--- src/rtl/mod_reducer.sv ---
// Sequential binary-to-residue converter: MSB-first Horner reduction of a W-bit operand modulo m.
// Define MODRED_SIGNED_EN to treat the operand as two's complement (adds a one-cycle FIX state).
module mod_reducer #(
   parameter logic [3:0] m = 4'b1111,
   parameter int         W = 16
) (
   input  logic         clk,
   input  logic         rst_n,
   input  logic [W-1:0] a,
   input  logic         in_valid,
   output logic         in_ready,
   output logic         r3,
   output logic         r2,
   output logic         r1,
   output logic         r0,
   output logic         out_valid,
   input  logic         out_ready
);

   localparam int CW = (W > 2) ? $clog2(W) : 1;
   localparam logic [CW-1:0] CNT_LOAD = CW'(W - 1);

`ifdef MODRED_SIGNED_EN
   typedef enum logic [1:0] {S_IDLE = 2'd0, S_RUN = 2'd1, S_FIX = 2'd2, S_HOLD = 2'd3} state_t;
`else
   typedef enum logic [1:0] {S_IDLE = 2'd0, S_RUN = 2'd1, S_HOLD = 2'd3} state_t;
`endif

   state_t        state_q;
   logic [W-1:0]  shreg_q;
   logic [CW-1:0] cnt_q;
   logic [3:0]    acc_q;
   logic          in_ready_q;
   logic          out_valid_q;
   logic [4:0]    t_d;
   logic [3:0]    step_d;
   logic [W-1:0]  load_d;

   // acc < m keeps t below 2m, so one conditional subtract lands back in [0, m-1]
   assign t_d    = {acc_q, shreg_q[W-1]};
   assign step_d = (t_d >= {1'b0, m}) ? 4'(t_d - {1'b0, m}) : t_d[3:0];

`ifdef MODRED_SIGNED_EN
   logic          sign_q;
   logic [3:0]    fix_d;
   // Magnitude of the most negative value is 2^(W-1), which still fits unsigned in W bits
   assign load_d = a[W-1] ? (~a + {{(W-1){1'b0}}, 1'b1}) : a;
   assign fix_d  = (sign_q && (acc_q != 4'd0)) ? (m - acc_q) : acc_q;
`else
   assign load_d = a;
`endif

   always_ff @(posedge clk or negedge rst_n) begin
      if (!rst_n) begin
         state_q     <= S_IDLE;
         shreg_q     <= '0;
         cnt_q       <= '0;
         acc_q       <= 4'd0;
         in_ready_q  <= 1'b1;
         out_valid_q <= 1'b0;
`ifdef MODRED_SIGNED_EN
         sign_q      <= 1'b0;
`endif
      end else begin
         case (state_q)
            S_IDLE: begin
               if (in_valid) begin
                  shreg_q    <= load_d;
                  acc_q      <= 4'd0;
                  cnt_q      <= CNT_LOAD;
                  in_ready_q <= 1'b0;
                  state_q    <= S_RUN;
`ifdef MODRED_SIGNED_EN
                  sign_q     <= a[W-1];
`endif
               end
            end
            S_RUN: begin
               acc_q   <= step_d;
               shreg_q <= {shreg_q[W-2:0], 1'b0};
               if (cnt_q == '0) begin
`ifdef MODRED_SIGNED_EN
                  state_q     <= S_FIX;
`else
                  state_q     <= S_HOLD;
                  out_valid_q <= 1'b1;
`endif
               end else begin
                  cnt_q <= cnt_q - 1'b1;
               end
            end
`ifdef MODRED_SIGNED_EN
            S_FIX: begin
               acc_q       <= fix_d;
               state_q     <= S_HOLD;
               out_valid_q <= 1'b1;
            end
`endif
            S_HOLD: begin
               if (out_ready) begin
                  state_q     <= S_IDLE;
                  out_valid_q <= 1'b0;
                  in_ready_q  <= 1'b1;
               end
            end
            default: begin
               state_q     <= S_IDLE;
               in_ready_q  <= 1'b1;
               out_valid_q <= 1'b0;
            end
         endcase
      end
   end

   assign in_ready  = in_ready_q;
   assign out_valid = out_valid_q;
   assign r3        = acc_q[3];
   assign r2        = acc_q[2];
   assign r1        = acc_q[1];
   assign r0        = acc_q[0];

endmodule

--- config.mk ---
export PLATFORM = sky130hd
export DESIGN_NAME = mod_reducer
export DESIGN_NICKNAME = d
export VERILOG_FILES = /design/src/rtl/mod_reducer.sv
export SDC_FILE = /design/constraint.sdc
export NUM_CORES = 1
export LEC_CHECK = 0
export CAP_MARGIN = 30
export CORE_MARGIN = 2
export CORE_UTILIZATION = 35
export CTS_CLUSTER_DIAMETER = 80
export CTS_CLUSTER_SIZE = 28
export DETAILED_ROUTE_END_ITERATION = 12
export SETUP_SLACK_MARGIN = 0.4
export SYNTH_ARGS = -nofsm -noshare
export SYNTH_HDL_FRONTEND = slang
export SYNTH_SLANG_ARGS = --single-unit
--- constraint.sdc ---
create_clock -name clk -period 1.85 [get_ports clk]
set_input_delay 0.37 -clock clk [delete_from_list [all_inputs] [get_ports clk]]
set_output_delay 0.37 -clock clk [all_outputs]
set_load 0.01 [all_outputs]
### Word-level counts from Yosys, hierarchy flattened

Index checks and enable logic that the tools add are counted.

* reductions and logical operators: 8
* $add $sub $neg: 2
* eq/ne operators: 6
* magnitude comparators: 1
* bitwise operators: 2
* mux-type cells: 18

Operator list (count)
* $pmux 16 s2: 1
* $mux 16: 1
* $mux 4: 4
* $pmux 4 s2: 2
* $reduce_and 3->1: 4
* $ne 2x2->1 const B: 4
* $mux 2: 3
* $pmux 1 s3: 2
* $pmux 2 s3: 1
* $ge 5x4->1 const B: 1
* $logic_not 4->1: 1
* $mux 1: 4
* $sub 4x1->4 const B: 1
* $sub 4x4->4 const B: 1
* $eq 2x1->1 const B: 1
* $eq 2x2->1 const B: 1
* $logic_not 2->1: 1
* $not 1->1: 2
* $reduce_and 2->1: 1
* $reduce_bool 2->1: 1

* bits in registers: 28
* logic and storage cells: 43
* input bits: 20
* output and inout bits: 6

### Depth between registers and ports, before layout

Gate-level depths: netlist of the first run.

* depth in word-level cells: 3
* depth in mapped cells: 6

### Least setup slack after synthesis of the first run

Ideal clock, no wire load.

* path type: register -> register
* start point: register cnt_q[0]
* end point: register cnt_q[0]
* slack: 0.554 ns
* path buffers: 0
* library setup time: 0.128 ns
* data arrival time: 1.168 ns
* stages on the path, launching flop included: 6
* path through: dfrtp_1 inv_1 ha_1 nor3b_1 nor2_1 mux2i_1

* longest elaborated chain between the ends: 3
* elaborated cells between the ends (all ways): 6
* those cells by class: 1 x add/sub; 1 x eq/ne; 2 x mux; 2 x reduce/logical

RTL lines
* from (decl): RTL line 31 `logic [CW-1:0] cnt_q;`
* from (signal assigned): RTL line 89 `cnt_q <= cnt_q - 1'b1;`
* $sub 4x1->4 / $logic_not 4->1 (equally long branches): RTL line 89, 81
* $mux 4 / $ne 2x2->1 (equally long branches)
* $pmux 4 s2 / $reduce_and 3->1 (equally long branches)

Parallel ways exist; a longest one is shown, timed or not. The select of a mux whose other input is x is not followed.
A chain may end at the register's enable or synchronous reset.

### Worst setup path in the final report of the first run

* start point: register acc_q[0]
* end point: register acc_q[1]

* longest elaborated chain between the ends: 3
* elaborated cells between the ends (all ways): 4
* those cells by class: 1 x add/sub; 1 x order compare; 2 x mux

RTL lines
* from (decl): RTL line 32 `logic [3:0] acc_q;`
* from (signal assigned): RTL line 79 `acc_q <= step_d;`
* $sub 4x4->4 / $ge 5x4->1 (equally long branches): RTL line 41 `assign step_d = (t_d >= {1'b0, m}) ? 4'(t_d - {1'b0, m}) : t_d[3:0];`
* $mux 4 (*): RTL line 41
* $pmux 4 s2 (*): RTL line 65 `case (state_q)`

Mark *: on every way between the ends. The rest lies on a longest branch, timed or not.

==> PnR_summary.wiki, run 1 <==
{| class="wikitable"
! Metric !! Value
|-
| Status || finished, final reports clean
|-
| Clock slew seen by the registers of the worst setup and hold paths || 0.09 ns
|-
| Most common cell after layout, fill and taps aside || dfrtp_1
|-
| I/O pin cnt || 26
|-
| CTS Root Cell || clkbuf_8
|-
| Final weighted congestion in routability-driven placement || 0.685
|-
| Crit path max fanout || 6
|-
| Fraction of layout instances using a drive strength above 1 || 15.5%
|-
| CTS tree || yes
|-
| Number of antenna violations at the first check in global routing || 0
|-
| Fmax || 0.726 GHz
|-
| Detailed route wirelength on metal2 || 1.45 mm
|-
| Number of inserted diodes || 0
|-
| Total number of vias || ~1100
|-
| Yosys reg bits || 28
|-
| Type of origin of the critical path || flop
|-
| VDD IR-drop max || 0.547 mV
|-
| Wire length of the first global-routing pass || 4.68 mm
|-
| Max transition margin || between 70% and 80%
|-
| Average detailed-routed wire length per instance || 12.7 µm
|-
| Hold-fix buffers at CTS || 0
|-
| Final ANT Viol Nets || 0
|-
| Worst slack at placement || 0.167 ns
|-
| Detailed placement HPWL || between 2 and 2.5 mm
|-
| Worst Max-Slew Pin Slew || 0.355 ns
|-
| H-tree level count || 1
|-
| Vias/cell || 4.86
|-
| Critical path start-end classification || reg -> reg
|-
| Critical register-to-register path startpoint || acc_q[0]$_DFFE_PN0P_
|-
| Final wirelength || approximately 2.8 mm
|-
| Worst hold-check path type || in -> async
|-
| DRC violation count after routing || 0
|-
| Pleak || roughly 0.86 nW
|-
| Layout net count || between 150 and 200
|-
| Maximum number of pins on one net before global-route repair || 29
|-
| Placed cell count || 209
|-
| Final core utilization || 45.8%
|-
| Hold slack || approximately 0.47 ns
|-
| Count of warnings emitted by yosys || 0
|-
| Wire length on met3 || 60 µm
|-
| Portion of the clock cycle consumed by the worst path in the final layout || 74.5%
|-
| Highest-count cells in the layout ignoring fill and taps || dfrtp_1, nand2_1, mux2i_1, clkdlybuf4s50_1, o21ai_0
|-
| Post-Synthesis Cells || about 140
|-
| Synthesized net count || 157
|-
| Mean instance size in the synthesized netlist || 10.5 µm²
|-
| Data required time at the worst endpoint || 2.01 ns
|-
| Capturing element type of the critical path || flop
|-
| Least setup slack across all paths after layout || 0.472 ns
|-
| CTS buffer count || 3
|-
| # port buffers || 25
|-
| Clock skew || 0.00299 ns
|-
| Insertion delay of the later-clocked pin in the worst-skew pair || around 0.27 ns
|-
| Starting density of the core || 35.9%
|-
| RSZ-0062 raised after global routing || yes
|-
| Die Height || 67.8 µm
|-
| Total power per unit cell area || 1800 nW/µm²
|-
| Total Routing Usage GR || 13.9%
|-
| Area of the core region || 3970 µm²
|-
| Combined area of all synthesized cells || 1420 µm²
|-
| Part of the Yosys area used for sequential elements || 49.3%
|-
| Layout Cells excl Fill || 218
|-
| Drt first-iter violations || 34
|-
| Shortest clock period the worst path allows after layout || around 1.4 ns
|-
| Setup violations, final || 0
|-
| Max-slew violations || 0
|-
| Setup TNS after final layout || 0 ns
|-
| Unique cell type count in the Yosys netlist || 36
|-
| Met1 Routed Length || 1.21 mm
|-
| Num Clock Sinks || 28
|-
| Number of global-route vias before repair || 1061
|-
| Final-report hold violation count || 0
|-
| Worst EP arrival || 1.54 ns
|-
| Horizontal extent of the die || approximately 68 µm
|-
| Area enclosed by the die boundary || 4590 µm²
|-
| Buffer levels on the longest clock path || 2
|-
| Critical path origin || acc_q[0]$_DFFE_PN0P_
|-
| Uppermost routed layer || met4
|-
| Number of detailed-route iterations in the first pass || 4
|-
| Layout-stage area growth over the synthesis result || 27.7%
|-
| Maxcap violations || 0
|-
| Placement Rows || 23
|-
| Congestion Overflow GR || 0
|}
power by group:
| group | switching (mW) | internal [mW] |
|---|---|---|
| clock network | 0.190 | 0.191 |
| logic | 0.858 | 0.896 |
| registers | 0.216 | 0.912 |
kinds of logic after synthesis:
kind of cell / count (synthesis) / share of synthesized area (%)
adders and majority gates: 2 / 1.76
xor gates and xnor gates: 1 / 0.615
muxes: 19 / 13.4
buffers and inverters: 11 / 6.33
and+or+nand+nor: 41 / 14.1
DFF: 28 / 49.3
AOI/OAI and AO/OA: 33 / 14.5
critical path: stages (launching register included):
cell     delay (ns)
dfrtp_2        0.40
buf_4          0.15
ha_1           0.26
a31oi_1        0.20
nor2b_2        0.18
o31ai_2        0.07
synthesized netlist by cell type (all sizes together):
master / number / area [µm²]
a32o: 1 / 10.0
dfrtp: 27 / 676
nor3: 2 / 10.0
a21oi: 5 / 25.0
ha: 2 / 25.0
a31oi: 1 / 6.26
and3b: 1 / 8.76
nor2: 7 / 26.3
dfstp: 1 / 26.3
o21bai: 2 / 18.8
a22o: 1 / 8.76
inv: 5 / 18.8
o21ai: 18 / 93.8
o22ai: 1 / 6.26
or3b: 1 / 8.76
mux2i: 19 / 190
nor2b: 3 / 26.3
o31ai: 1 / 12.5
xnor2: 1 / 8.76
o2111ai: 1 / 8.76
nand2b: 2 / 12.5
o311ai: 1 / 8.76
nand2: 20 / 75.1
buf: 6 / 71.3
nand3: 1 / 5.00
or3: 1 / 6.26
nor3b: 2 / 15.0
a211oi: 1 / 7.51
or2b: 1 / 7.51
repair_timing:
item	in CTS	in global routing
endpoints found under the setup margin	8	14
setup buffers	4	1
pin swaps	0	1
resized for setup	10	5
stage by stage:
step,area [µm²],total power [mW]
floorplan,1420,2.48
global placement,1720,2.74
detailed placement,1720,2.84
CTS,1800,3.25
global route,1820,3.57
finish,1820,3.26
final cells by class:
class	instances	area [µm²]
Inverter	5	18.8
Clock buffer	4	55.1
Fill cell	384	2150
Tap cell	50	62.6
Timing Repair Buffer	35	327
Multi-Input combinational cell	96	649
Sequential cell	28	706
worst paths after layout:
check                                         end  slack [ns]  cells after the start
setup reg to reg             acc_q[1]$_DFFE_PN0P_        0.47                      5
hold / removal               acc_q[2]$_DFFE_PN0P_        0.47                      2
min in group clk           shreg_q[8]$_DFFE_PN0P_        0.49                      2
hold reg to reg            shreg_q[8]$_DFFE_PN0P_        0.49                      2
max in group asynchronous    in_ready$_DFFE_PN1P_        1.08                      2
setup / recovery             acc_q[1]$_DFFE_PN0P_        0.47                      5
flip-flops by register name, indices dropped and copies added, names as in the netlist:
name and cells:
acc_q 4, state_q 2, in_ready 1, out_valid 1, shreg_q 16, cnt_q 4
routing by layer:
metal | vias to the layer above | GRT usage (%)
li1 | 540 | -
met1 | 502 | 16.0
met2 | 14 | 25.1
met3 | 4 | 2.00
met4 | 0 | 6.75
met5 | - | 0
Power figures use the tool's default switching activity.
==> run 2: changes to the inputs <==
==> constraint.sdc (replaced) <==
create_clock -name clk -period 1.45 [get_ports clk]
set_input_delay 0.29 -clock clk [delete_from_list [all_inputs] [get_ports clk]]
set_output_delay 0.29 -clock clk [all_outputs]
set_load 0.01 [all_outputs]
==> PnR_summary.wiki, run 2 (synthesis results as in run 1) <==
{| class="wikitable"
! Metric !! Value
|-
| Setup violations, final || 0
|-
| Most common cell after layout, fill and taps aside || dfrtp_1
|-
| Slowest Stage Delay on Critical Path || approximately 0.4 ns
|-
| Total power per unit cell area || ~2500 nW/µm²
|-
| Worst Max-Slew Pin Slew || between 0.2 and 0.3 ns
|-
| Area of the core region || 3970 µm²
|-
| Layout-stage area growth over the synthesis result || 50.4%
|-
| Insertion delay of the later-clocked pin in the worst-skew pair || about 0.27 ns
|-
| Wire length of the first global-routing pass || ~5 mm
|-
| Number of detailed-route iterations in the first pass || 4
|-
| Horizontal extent of the die || 67.8 µm
|-
| Layout net count || 209
|-
| Shortest clock period the worst path allows after layout || 1.26 ns
|-
| Fill cell instance count of the final layout || 351
|-
| Area enclosed by the die boundary || 4590 µm²
|-
| Capturing element type of the critical path || flop
|-
| Total Routing Usage GR || between 10 and 15%
|-
| DRC violation count after routing || 0
|-
| Hold-fix buffers at CTS || 0
|-
| Highest-count cells in the layout ignoring fill and taps || dfrtp_1, nand2_1, clkdlybuf4s50_1, mux2i_1, buf_4
|-
| Critical path origin || cnt_q[1]$_DFFE_PN0P_
|-
| Maxcap violations || 0
|-
| Drt first-iter violations || 27
|-
| Register ranked first by flip-flop count || shreg_q
|-
| Fmax || 0.794 GHz
|-
| Relative contribution of sequential cells to total power || about 28%
|-
| # port buffers || 25
|-
| Reg-to-reg endpoint || cnt_q[3]$_DFFE_PN0P_
|-
| Clock slew seen by the registers of the worst setup and hold paths || roughly 0.090 ns
|-
| Status || finished, final reports clean
|-
| Kind of cell with the highest combined delay on the critical path || simple AND/OR/NAND/NOR gates
|-
| Num Clock Sinks || 28
|-
| Max reg flops || 16
|-
| CP max-delay cell || dfrtp_1
|-
| Number of antenna violations at the first check in global routing || 0
|-
| Final wirelength || 3.29 mm
|-
| Critical path start-end classification || reg -> reg
|-
| Final ANT Viol Nets || 0
|-
| Final-report hold violation count || 0
|-
| Combinational Power Share || between 60% and 70%
|-
| Pleak || 0.990 nW
|-
| Maximum number of pins on one net before global-route repair || 31
|-
| Area occupied by multi-input gates || 753 µm²
|-
| Worst hold-check path type || in -> async
|-
| Final weighted congestion in routability-driven placement || 0.719
|-
| Leading registers by flop count || shreg_q: 16 flops, acc_q: 4 flops, cnt_q: 4 flops
|-
| Average detailed-routed wire length per instance || between 10 and 15 µm
|-
| Vias/cell || 5.05
|-
| Number of inserted diodes || 0
|-
| Worst EP arrival || 1.46 ns
|-
| Depth of the critical timing path with buffers and inverters included || 3
|-
| Max-slew violations || 0
|-
| Congestion Overflow GR || 0
|-
| Max transition margin || 80.2%
|-
| H-tree level count || 1
|-
| Buffer levels on the longest clock path || 2
|-
| Setup TNS after final layout || 0 ns
|-
| VDD IR-drop max || 0.951 mV
|-
| Area taken by flip-flops and latches || 708 µm²
|-
| RSZ-0062 raised after global routing || yes
|-
| I/O pin cnt || 26
|-
| Clock skew || 0.00382 ns
|-
| Psw || 1.98 mW
|-
| Power consumption || 5.26 mW
|-
| Clk network pwr share || ~9.1%
|-
| Number of cells traversed by the worst register-to-register path || 3
|-
| Number of buffers and inverters on the critical path || 0
|-
| Die Height || 67.8 µm
|-
| Starting density of the core || about 36%
|-
| Fraction of layout instances using a drive strength above 1 || 36.0%
|-
| End point of the critical path || cnt_q[3]$_DFFE_PN0P_
|-
| Flop2flop setup slack || 0.19 ns
|-
| Total number of vias || between 1000 and 1500
|-
| Crit path max fanout || 3
|-
| Data required time at the worst endpoint || 1.65 ns
|-
| Placement Rows || 23
|-
| Critical register-to-register path startpoint || cnt_q[1]$_DFFE_PN0P_
|-
| CTS Root Cell || clkbuf_8
|-
| Switching fraction of total power || 37.7%
|-
| Number of global-route vias before repair || about 1100
|-
| CTS tree || yes
|-
| Internal Pwr Total || 3.27 mW
|-
| CTS buffer count || 3
|-
| CP cell instances || or3_1, nor3_2, mux2i_1
|-
| Detailed placement HPWL || 2.06 mm
|-
| Type of origin of the critical path || flop
|-
| Portion of the clock cycle consumed by the worst path in the final layout || 86.8%
|}
run 2: through the flow:
stage	utilization (%)	hold slack (ns)	area, µm²	std cells	worst slack, ns
3_5_place_dp	45.3	0.474	1800	211	-0.0193
6_report	53.9	0.251	2140	236	0.191
3_3_place_gp	45.3	0.463	1800	211	0.0173
5_1_grt	53.9	0.266	2140	236	0.122
2_1_floorplan	-	-0.00559	1470	135	0.229
4_1_cts	51.0	0.259	2020	231	0.178
run 2: worst min path at each step:
stage	startpoint	endpoint	slack, ns	depth (start not counted)
2_1_floorplan	rst_n	acc_q[0]$_DFFE_PN0P_	-0.006	0
3_3_place_gp	shreg_q[8]$_DFFE_PN0P_	shreg_q[8]$_DFFE_PN0P_	0.46	2
3_5_place_dp	shreg_q[4]$_DFFE_PN0P_	shreg_q[4]$_DFFE_PN0P_	0.47	2
4_1_cts	rst_n	out_valid$_DFFE_PN0P_	0.26	1
5_1_grt	rst_n	out_valid$_DFFE_PN0P_	0.27	1
6_report	rst_n	state_q[0]$_DFFE_PN0P_	0.25	1
run 2: power by group through the flow:
stage / Clock (mW) / Sequential, mW / Combinational, mW
global route: 0.526 / 1.49 / 3.61
CTS: 0.489 / 1.44 / 2.85
detailed placement: 0 / 1.52 / 2.33
finish: 0.478 / 1.44 / 3.33
global placement: 0 / 1.50 / 2.24
floorplan: 0 / 1.47 / 1.81
run 2: metal layers:
layer	vias up	global-route usage (%)	part of all wire (%)
li1	573	-	-
met2	17	26.1	54
met4	0	4.50	1.1
met5	-	0	0
met1	595	18.8	43
met3	6	2.33	2.0
run 2: layout make-up:
cell class / instances / area share [%]
repair buffers: 53 / 25.4
inverters: 5 / 0.877
well taps: 50 / 2.92
clock buffers: 4 / 2.57
multi-input cells: 96 / 35.2
flip-flops and latches: 28 / 33.1
run 2: repair_timing:
item	4_1_cts	5_1_grt
cloned	0	3
pin swaps	5	5
setup buffers	16	2
setup endpoints to repair	32	33
gates resized for setup	44	18
==> run 3: changes to the inputs <==
--- a/config.mk
+++ b/config.mk
@@ -5,13 +5,14 @@
 export SDC_FILE = /design/constraint.sdc
 export NUM_CORES = 1
 export LEC_CHECK = 0
-export CAP_MARGIN = 30
-export CORE_MARGIN = 2
+export CAP_MARGIN = 20
+export CORE_MARGIN = 3
 export CORE_UTILIZATION = 35
 export CTS_CLUSTER_DIAMETER = 80
 export CTS_CLUSTER_SIZE = 28
 export DETAILED_ROUTE_END_ITERATION = 12
 export SETUP_SLACK_MARGIN = 0.4
+export SKIP_CTS_REPAIR_TIMING = 1
 export SYNTH_ARGS = -nofsm -noshare
 export SYNTH_HDL_FRONTEND = slang
 export SYNTH_SLANG_ARGS = --single-unit
==> PnR_summary.wiki, run 3 (synthesis results as in run 1) <==
{| class="wikitable"
! Metric !! Value
|-
| Wire length on met3 || between 90 and 100 µm
|-
| Detailed route wirelength on metal2 || 1.66 mm
|-
| Number of cells traversed by the worst register-to-register path || 3
|-
| Total Routing Usage GR || between 10% and 20%
|-
| I/O pin cnt || 26
|-
| H-tree level count || 1
|-
| Max transition margin || 78.6%
|-
| Portion of the clock cycle consumed by the worst path in the final layout || 90.8%
|-
| Number of detailed-route iterations in the first pass || 4
|-
| End point of the critical path || cnt_q[3]$_DFFE_PN0P_
|-
| Critical register-to-register path startpoint || cnt_q[1]$_DFFE_PN0P_
|-
| Type of origin of the critical path || flop
|-
| Final weighted congestion in routability-driven placement || roughly 0.75
|-
| Fmax || about 0.76 GHz
|-
| Drt first-iter violations || 33
|-
| Clock skew || 0.00284 ns
|-
| Layout net count || around 210
|-
| Fill cell instance count of the final layout || 326
|-
| Critical path origin || cnt_q[1]$_DFFE_PN0P_
|-
| Worst EP arrival || 1.52 ns
|-
| Starting density of the core || a little under two fifths
|-
| Final ANT Viol Nets || 0
|-
| Area enclosed by the die boundary || just under 5000 µm²
|-
| Reg-to-reg endpoint || cnt_q[3]$_DFFE_PN0P_
|-
| Internal Pwr Total || approximately 3.2 mW
|-
| Hold slack || 0.361 ns
|-
| DRC violation count after routing || 0
|-
| CTS tree || yes
|-
| Die Height || 69.8 µm
|-
| Layout-stage area growth over the synthesis result || 49.1%
|-
| Uppermost routed layer || met4
|-
| Final-report hold violation count || 0
|-
| Area of the core region || 3800 µm²
|-
| Maxcap violations || 0
|-
| Vias/cell || between 5 and 6
|-
| Total number of vias || about 1200
|-
| Clock slew seen by the registers of the worst setup and hold paths || 0.09 ns
|-
| Register ranked first by flip-flop count || shreg_q
|-
| Placement Rows || 22
|-
| Flop2flop setup slack || 0.13 ns
|-
| Fraction of layout instances using a drive strength above 1 || 34.2%
|-
| VDD IR-drop max || about 0.84 mV
|-
| Area occupied by multi-input gates || around 750 µm²
|-
| Max-slew violations || 0
|-
| Congestion Overflow GR || 0
|-
| Num Clock Sinks || 28
|-
| Area taken by flip-flops and latches || 709 µm²
|-
| Met1 Routed Length || ~1.4 mm
|-
| CTS buffer count || 3
|-
| Psw || 1.95 mW
|-
| Wire length of the first global-routing pass || 4.81 mm
|-
| Number of global-route vias before repair || 1038
|-
| Max reg flops || 16
|-
| Data required time at the worst endpoint || 1.65 ns
|-
| Maximum number of pins on one net before global-route repair || 31
|-
| # port buffers || 25
|-
| Number of inserted diodes || 0
|-
| Clk network pwr share || a little under a tenth
|-
| Relative contribution of sequential cells to total power || approximately 29%
|-
| Insertion delay of the later-clocked pin in the worst-skew pair || 0.27 ns
|-
| Setup violations, final || 0
|-
| Total power per unit cell area || 2430 nW/µm²
|-
| CTS Root Cell || clkbuf_8
|-
| Status || finished, final reports clean
|-
| Buffer levels on the longest clock path || 2
|-
| Crit path max fanout || 3
|-
| Detailed placement HPWL || between 1.5 and 2 mm
|-
| Combinational Power Share || between 60% and 70%
|-
| Final wirelength || 3.20 mm
|-
| Number of antenna violations at the first check in global routing || 0
|-
| Worst hold-check path type || in -> async
|-
| Average detailed-routed wire length per instance || between 10 and 15 µm
|-
| Highest-count cells in the layout ignoring fill and taps || dfrtp_1, nand2_1, mux2i_1, clkdlybuf4s50_1, buf_4
|-
| Worst Max-Slew Pin Slew || about 0.32 ns
|-
| Switching fraction of total power || a little under two fifths
|-
| Setup TNS after final layout || 0 ns
|-
| RSZ-0062 raised after global routing || yes
|-
| Pleak || roughly 1.0 nW
|-
| Shortest clock period the worst path allows after layout || between 1 and 1.5 ns
|-
| Most common cell after layout, fill and taps aside || dfrtp_1
|-
| Critical path start-end classification || reg -> reg
|-
| Leading registers by flop count || shreg_q: 16 flops, acc_q: 4 flops, cnt_q: 4 flops
|-
| Horizontal extent of the die || 69.8 µm
|-
| Capturing element type of the critical path || flop
|}
run 3: changes by cell type in the layout (fill, tap and decap cells not counted), sizes merged:
cell | before | now
clkbuf | 6 | 10
dlygate4sd2 | 1 | 0
buf | 32 | 25
dlymetal6s2s | 0 | 2
run 3: power groups by stage:
stage | registers, mW | logic (mW) | clock network [mW]
after floorplan | 1.47 | 1.81 | 0
after global placement | 1.48 | 2.25 | 0
after detailed placement | 1.50 | 2.34 | 0
after CTS | 1.49 | 2.33 | 0.501
after global routing | 1.53 | 3.49 | 0.537
final | 1.47 | 3.20 | 0.481
run 3: area by class of cell:
cell class | instances | area share, %
clock buffer | 4 | 2.59
inverter | 5 | 0.884
multi-input combinational | 96 | 35.3
sequential | 28 | 33.4
tap | 48 | 2.83
timing repair buffer | 51 | 25.0
run 3: routing by layer:
layer / track usage, % / vias to the layer above
met5: 0 / -
met4: 4.47 / 0
met3: 3.19 / 6
met2: 19.9 / 18
met1: 15.5 / 567
li1: - / 573
run 3: worst min-delay path by stage:
stage	slack, ns	from	depth (start not counted)	endpoint
floorplan	-0.006	rst_n	0	acc_q[0]$_DFFE_PN0P_
global placement	0.46	shreg_q[8]$_DFFE_PN0P_	2	shreg_q[8]$_DFFE_PN0P_
detailed placement	0.47	shreg_q[13]$_DFFE_PN0P_	2	shreg_q[13]$_DFFE_PN0P_
CTS	0.36	rst_n	2	shreg_q[13]$_DFFE_PN0P_
global route	0.38	rst_n	2	shreg_q[9]$_DFFE_PN0P_
finish	0.36	rst_n	2	shreg_q[3]$_DFFE_PN0P_
run 3: metrics by stage:
step                worst slack (ns)  util (%)  cell area [µm²]  power [mW]  cells
floorplan                      0.229         -             1470        3.28    135
global placement              0.0189      47.3             1800        3.73    209
detailed placement           -0.0430      47.3             1800        3.84    209
CTS                           -0.218      48.7             1850        4.32    213
global route                  0.0760      55.9             2120        5.56    232
finish                         0.133      55.9             2120        5.15    232
run 3: worst max-delay path, cell delays in order (launching register included):
cell	delay [ns]
dfrtp_1	0.40
or3_1	0.43
nor3_4	0.20
mux2i_1	0.22
